==> src/rtl/idct_pkg.sv <==
// Shared constants and types for the 4-point inverse integer DCT stage.
package idct_pkg;

  localparam int unsigned COEF_W = 13;
  localparam int unsigned ACC_W  = 22;
  localparam int unsigned OUT_W  = 16;

  typedef logic signed [COEF_W-1:0] coef_t;
  typedef logic signed [ACC_W-1:0]  acc_t;
  typedef logic signed [OUT_W-1:0]  sample_t;

  localparam acc_t C64 = 22'sd64;
  localparam acc_t C83 = 22'sd83;
  localparam acc_t C36 = 22'sd36;

endpackage

==> src/rtl/idct4_stage_round_clip.sv <==
// Rounding right shift (floor toward -inf) followed by saturation to 16 bits.
module round_clip
  import idct_pkg::*;
#(
  parameter int unsigned SHIFT = 7
) (
  input  acc_t    y,
  output sample_t res
);

  typedef logic signed [ACC_W:0] wide_t;

  localparam wide_t RND  = wide_t'(1) << (SHIFT - 1);
  localparam wide_t MAXV = wide_t'(32767);
  localparam wide_t MINV = -wide_t'(32768);

  wide_t ext;
  wide_t sh;

  // One extra bit keeps the rounding add from overflowing at the extreme sums.
  always_comb begin
    ext = wide_t'(y) + RND;
    sh  = ext >>> SHIFT;
    if (sh > MAXV)
      res = sample_t'(32767);
    else if (sh < MINV)
      res = sample_t'(-32768);
    else
      res = sh[OUT_W-1:0];
  end

endmodule

==> src/rtl/idct4_stage.sv <==
// Two-register 4-point inverse DCT row stage with valid/ready on both sides
// and a row counter marking the last row of each 4x4 block.
module idct4_stage
  import idct_pkg::*;
#(
  parameter int unsigned SHIFT = 7
) (
  input  logic    clk,
  input  logic    rst,
  input  coef_t   IN_tr [4],
  input  logic    in_valid,
  output logic    in_ready,
  output sample_t OUT [4],
  output logic    out_valid,
  input  logic    out_ready,
  output logic    out_last
);

  logic       s1_v, s2_v;
  logic [1:0] row_cnt, row1, row2;
  acc_t       e0, e1, o0, o1;
  acc_t       y [4];
  sample_t    rc [4];
  logic       adv, accept;

  // S2 frees up whenever it is empty or being drained; S1 moves with it.
  assign adv      = !s2_v || out_ready;
  assign in_ready = !s1_v || adv;
  assign accept   = in_valid && in_ready;

  always_ff @(posedge clk) begin
    if (rst) begin
      s1_v    <= 1'b0;
      row_cnt <= '0;
      row1    <= '0;
      e0      <= '0;
      e1      <= '0;
      o0      <= '0;
      o1      <= '0;
    end else begin
      if (adv || !s1_v) begin
        s1_v <= accept;
        if (accept) begin
          e0   <= C64 * (acc_t'(IN_tr[0]) + acc_t'(IN_tr[2]));
          e1   <= C64 * (acc_t'(IN_tr[0]) - acc_t'(IN_tr[2]));
          o0   <= C83 * acc_t'(IN_tr[1]) + C36 * acc_t'(IN_tr[3]);
          o1   <= C36 * acc_t'(IN_tr[1]) - C83 * acc_t'(IN_tr[3]);
          row1 <= row_cnt;
        end
      end
      if (accept)
        row_cnt <= row_cnt + 2'd1;
    end
  end

  always_comb begin
    y[0] = e0 + o0;
    y[1] = e1 + o1;
    y[2] = e1 - o1;
    y[3] = e0 - o0;
  end

  for (genvar k = 0; k < 4; k++) begin : g_rc
    round_clip #(.SHIFT(SHIFT)) u_rc (
      .y   (y[k]),
      .res (rc[k])
    );
  end

  always_ff @(posedge clk) begin
    if (rst) begin
      s2_v <= 1'b0;
      row2 <= '0;
      for (int unsigned k = 0; k < 4; k++)
        OUT[k] <= '0;
    end else if (adv) begin
      s2_v <= s1_v;
      if (s1_v) begin
        row2 <= row1;
        for (int unsigned k = 0; k < 4; k++)
          OUT[k] <= rc[k];
      end
    end
  end

  assign out_valid = s2_v;
  assign out_last  = s2_v && (row2 == 2'd3);

endmodule
==> config.mk <==
export PLATFORM = sky130hd
export DESIGN_NAME = idct4_stage
export DESIGN_NICKNAME = d
export VERILOG_FILES = /design/src/rtl/idct_pkg.sv /design/src/rtl/idct4_stage_round_clip.sv /design/src/rtl/idct4_stage.sv
export SDC_FILE = /design/constraint.sdc
export NUM_CORES = 1
export LEC_CHECK = 0
export CAP_MARGIN = 20
export CORE_MARGIN = 2
export CORE_UTILIZATION = 30
export DETAILED_ROUTE_END_ITERATION = 10
export MAX_ROUTING_LAYER = met4
export PLACE_DENSITY = 0.56
export SYNTH_ARGS = -nofsm -noshare
export SYNTH_HDL_FRONTEND = slang
export SYNTH_SLANG_ARGS = --single-unit
==> constraint.sdc <==
create_clock -name clk -period 8.7 [get_ports clk]
set_clock_uncertainty 0.05 [all_clocks]
set_input_delay 1.305 -clock clk [delete_from_list [all_inputs] [get_ports clk]]
set_output_delay 1.305 -clock clk [all_outputs]
set_load 0.1 [all_outputs]
Word-level counts from Yosys, hierarchy flattened
Cells that the tools add are included.
{ "word_totals": {"ff_bits": 148, "inputBits": 56, "output_inout_bits": 67, "wordCells": 55} }
{ "op_classes": {"add_sub_neg": 13, "mul": 4, "n_lt_le_gt_ge": 8, "n_eq_ne": 1, "muxes": 8, "n_reduce_logical": 8} }
{ "op_table": {"columns": ["cell", "n"], "rows": [
  ["two-way mux 16 bit", 8],
  ["adder 22 x 8 -> 23 bit, second input constant", 4],
  ["> comparator 16 bit, second input constant", 4],
  ["< comparator 16 bit, second input constant", 4],
  ["adder 22 bit", 2],
  ["subtractor 22 bit", 2],
  ["multiplier 8 x 13 -> 21 bit, first input constant", 2],
  ["multiplier 5 x 13 -> 18 bit, first input constant", 2],
  ["adder 21 x 20 -> 22 bit", 1],
  ["subtractor 20 x 21 -> 22 bit", 1],
  ["adder 13 x 13 -> 14 bit", 1],
  ["subtractor 13 x 13 -> 14 bit", 1],
  ["AND reduction 2 bit", 2],
  ["adder 2 x 1 -> 2 bit, second input constant", 1],
  ["== test 2 bit, second input constant", 1],
  ["logical AND 1 bit", 2],
  ["zero test 1 bit", 2],
  ["logical OR 1 bit", 2]
]} }

Logic depth before layout (Yosys ltp)
{ "logic_depth": {"depth_word": 5, "ltp_mapped": 27} }

Hierarchy
Synthesis repeated with hierarchy kept, for this count alone.
{ "unflattened": {"cells_unflattened": 2062, "area_unflattened_um2": 16159.2} }
{ "modules_own_cells": {"columns": ["module", "n_inst", "cells_each", "area_each_um2", "seq_area_each_um2"], "rows": [
  ["idct4_stage", 1, 1898, 15093.2, 2862.7],
  ["round_clip", 4, 41, 266.5, 0.0]
]} }

Least setup slack after synthesis
No wires, ideal clock.
{ "synth_path": {"kind": "input-to-reg", "start": "input IN_tr[1] (netlist name)", "end": "register o0[21]", "t_arrival_ps": 6332, "t_required_ps": 8517, "slack_ps": 2185, "stages": 27, "n_path_buf": 0, "path_cell_list": "ha_1 > ha_1 > inv_1 > fa_1 > nor2b_1 > o21ai_0 > a21boi_0 > o21ai_0 > a21oi_1 > nand2b_1 > fa_1 > inv_1 > ha_1 > fa_1 > inv_1 > fa_1 > inv_1 > ha_1 > a21oi_1 > o21bai_1 > a21oi_1 > nor2_1 > a221oi_1 > a21oi_1 > a31oi_1 > xnor2_1 > a21oi_1"} }
{ "synth_via": {"elab_chain_cells": 2} }
{ "synth_rtl": {"columns": ["element", "line_no", "source"], "rows": [
  ["start, declared", "idct4_stage.sv:10", "input coef_t IN_tr [4],"],
  ["multiplier 5 x 13 -> 18 bit", "idct4_stage.sv:46", "o0 <= C83 * acc_t'(IN_tr[1]) + C36 * acc_t'(IN_tr[3]);"],
  ["adder 21 x 20 -> 22 bit", "idct4_stage.sv:46", null],
  ["end signal, assigned", "idct4_stage.sv:46", null],
  ["end, declared", "idct4_stage.sv:21", "acc_t e0, e1, o0, o1;"]
]} }
No other way between the ends.
A chain may end at the register's enable or synchronous reset.

Worst setup path after layout
Ends and elaborated chain as after synthesis.

==> impl_metrics.json <==
{
  "status": "finished, final reports clean",
  "drtPass1Iterations": 5,
  "synth.avg_cell_area_um2": 7.98,
  "grt_max_degree": 87,
  "p_total_mw": 5.57,
  "synth-edff-count": 0,
  "antenna_left": 0,
  "r2r-end": "OUT[47]$_SDFFE_PP0P_",
  "clk_pin_slew_ns": 0.07,
  "totalNegativeSetupSlack_ns": 0,
  "drt_iter0_drc": 766,
  "wirelength_mm": 45.3,
  "multi_input_area_um2": 12200,
  "grt_pass1_vias": 13810,
  "setup_viol": 0,
  "hold_path_end": "OUT[23]$_SDFFE_PP0P_",
  "worstSetupPathType": "in -> reg",
  "cts_tree": "done",
  "slew_violations": 0,
  "avgViaCountPerCell": 4.96,
  "arrival_ns": 7.60,
  "place.port_buffers": 122,
  "hold_violations": 0,
  "cts_num_sinks": 143,
  "hold_path_class": "reg -> reg",
  "synth-seq-area-share": 0.175,
  "drc": 0,
  "ctsHoldBuffers": 0,
  "worst_pin_slew_ns": 1.02,
  "cp-end-kind": "flip-flop",
  "grt_pass1_wl_mm": 73.0,
  "period_needed_ns": 7.35,
  "place_congestion": 0.895,
  "synth_area_um2": 16400,
  "crit_fanout": 7,
  "p_leak_nw": 8.24,
  "cts_setup_buffers": 0,
  "cp-start-kind": "input pin",
  "min_path_cells": 2,
  "die_area_um2": 56500,
  "dp_hpwl_mm": 37.2,
  "ioPinCount": 123,
  "yosys_warnings": 0,
  "synth_cell_types": 91,
  "period_share": 0.845,
  "synth-async-reset-ratio": 0,
  "synth_flop_cell": "dfxtp_1",
  "maxSlewHeadroom": 0.315,
  "die_height_um": 238,
  "yosys.area.top_type": "ha_1",
  "synth.top_cell.area_share": 0.196,
  "coreArea_um2": 53900,
  "cts-htree-levels": 4,
  "final_area_um2": 18900,
  "yosys_register_bits": 143,
  "fmax_mhz": 136,
  "start_util": 0.304,
  "drive_above_1_share": 0.0364,
  "fp.dieW_um": 238,
  "grt-ovfl-total": 0,
  "final-seq-area_um2": 2860,
  "synth_cells": 2055,
  "placed_cell_area_um2": 18300,
  "root_buffer": "clkbuf_16",
  "rsz0062_at_grt": "no",
  "r2r-start": "e1[6]$_SDFFE_PP0P_",
  "grtUsageTotal": 0.166,
  "nFillCells": 5568,
  "maxCapViolCount": 0,
  "wire_per_inst_um": 15.9,
  "cts-buffers-inserted": 17,
  "antenna_found_initial": 3,
  "required_ns": 8.95,
  "powerDensity_nw_per_um2": 295,
  "vdd_ir_drop_max_uv": 147,
  "syn2layout_area_growth_pct": 15.1,
  "cts_buffer_depth": 2,
  "fp-row-count": 85,
  "dr_total_vias": 14097,
  "syn_nets": 2446,
  "hp-start": "OUT[23]$_SDFFE_PP0P_",
  "r2r_slack_ns": 4.87,
  "nets": 2522,
  "ys_top_cells_by_area": "ha_1 20%, dfxtp_1 17%, fa_1 9.5%, inv_1 6.5%, xnor2_1 6.3%",
  "cts_resized": 0,
  "clkLatencyLatePin_ns": 0.45,
  "reg2reg_depth": 12,
  "timing.hold.ws_ns": 0.398
}
per-stage QoR:
stage,worst slack (ns),std cells,utilization
final,1.35,2843,0.350
after global routing,0.816,2843,0.350
after CTS,1.36,2840,0.350
after global placement,0.977,2808,0.339
after floorplan,2.18,2055,-
after detailed placement,0.904,2808,0.339
cell usage in the layout (no fill, tap or decap), types with 9 or more instances in the layout:
cell type,count
and3_1,16
ha_1,257
o31ai_1,12
nand2b_1,24
a21oi_1,158
a21o_1,29
o211ai_1,15
o21a_1,12
dfxtp_1,143
nand2_1,187
clkbuf_16,17
nand3_1,46
fa_1,78
a31oi_1,16
clkdlybuf4s50_1,121
a311oi_1,9
or4_1,11
nor3_1,52
nor2_1,133
a211oi_1,47
nand4_1,12
nor2b_1,19
o21ai_0,74
o21bai_1,13
or3_1,30
xor2_1,45
xnor2_1,118
inv_1,283
cells by family (layout without fill, tap and decap cells):
| kind of cell | Yosys count | after routing | share of synthesized area |
|---|---|---|---|
| AOI/OAI and AO/OA | 465 | 465 | 0.185 |
| DFF | 143 | 143 | 0.175 |
| adders and majority gates | 335 | 335 | 0.291 |
| buffers and inverters | 357 | 446 | 0.0827 |
| muxes | 4 | 4 | 0.00252 |
| other | 0 | 3 | 0 |
| and+or+nand+nor | 585 | 585 | 0.174 |
| xor gates and xnor gates | 166 | 166 | 0.0904 |
how the worst max path moves through the flow:
stage	cells past startpoint	slack, ns	from	end
2_1_floorplan	27	2.18	IN_tr[1]	o0[21]$_SDFFE_PP0P_
3_3_place_gp	28	0.98	IN_tr[1]	o0[21]$_SDFFE_PP0P_
3_5_place_dp	28	0.90	IN_tr[1]	o0[21]$_SDFFE_PP0P_
4_1_cts	28	1.36	IN_tr[1]	o0[21]$_SDFFE_PP0P_
5_1_grt	28	0.82	IN_tr[1]	o0[21]$_SDFFE_PP0P_
6_report	28	1.35	IN_tr[1]	o0[21]$_SDFFE_PP0P_
state kept, by name (all words and copies together) (netlist names):
name / count
o0: 22
OUT: 64
out_valid: 1
e0: 13
row1: 2
row2: 2
s1_v: 1
o1: 22
e1: 14
row_cnt: 2
power by group:
group          internal, mW  total, mW  switching, mW
combinational          1.52       3.92           2.40
clock                 0.458      0.772          0.314
sequential            0.776      0.881          0.105
layout make-up:
cell class | instances | area share
inverter | 286 | 0.0570
clock inverter | 13 | 0.00855
tap | 696 | 0.0461
timing repair buffer | 128 | 0.0670
clock buffer | 19 | 0.0235
antenna | 3 | 0.000398
sequential | 143 | 0.152
multi-input combinational | 1555 | 0.646
synth_stat cells, drive strengths merged, types with 20 or more instances:
master	count
clkbuf	55
nor2b	20
xnor2	120
a21oi	159
o21ai	82
nand2b	25
dfxtp	143
nor2	133
nand3	46
inv	284
a21o	29
nand2	188
nor3	53
or3	31
fa	78
a211oi	48
xor2	45
ha	257
worst max-delay path, stage by stage:
cell and delay (ns):
clkdlybuf4s50_1 0.61, ha_1 0.39, ha_1 0.16, inv_1 0.05
fa_1 0.40, nor2b_1 0.12, o21ai_0 0.10, a21boi_0 0.23
o21ai_0 0.17, a21oi_1 0.21, nand2b_1 0.17, fa_1 0.41
inv_1 0.06, ha_1 0.24, fa_1 0.48, inv_1 0.05
fa_1 0.52, inv_1 0.04, ha_1 0.34, a21oi_1 0.20
o21bai_1 0.09, a21oi_1 0.28, nor2_1 0.09, a221oi_1 0.28
a21oi_1 0.15, a31oi_1 0.21, xnor2_1 0.14, a21oi_1 0.08
metal layers:
| layer | global-route usage | share of wire | vias up |
|---|---|---|---|
| met4 | 0.0408 | 0.018 | 0 |
| met3 | 0.0267 | 0.040 | 42 |
| met5 | - | 0 | - |
| met2 | 0.268 | 0.45 | 281 |
| met1 | 0.218 | 0.49 | 6595 |
| li1 | - | - | 7179 |
No activity file was read; power rests on OpenSTA's default activity.
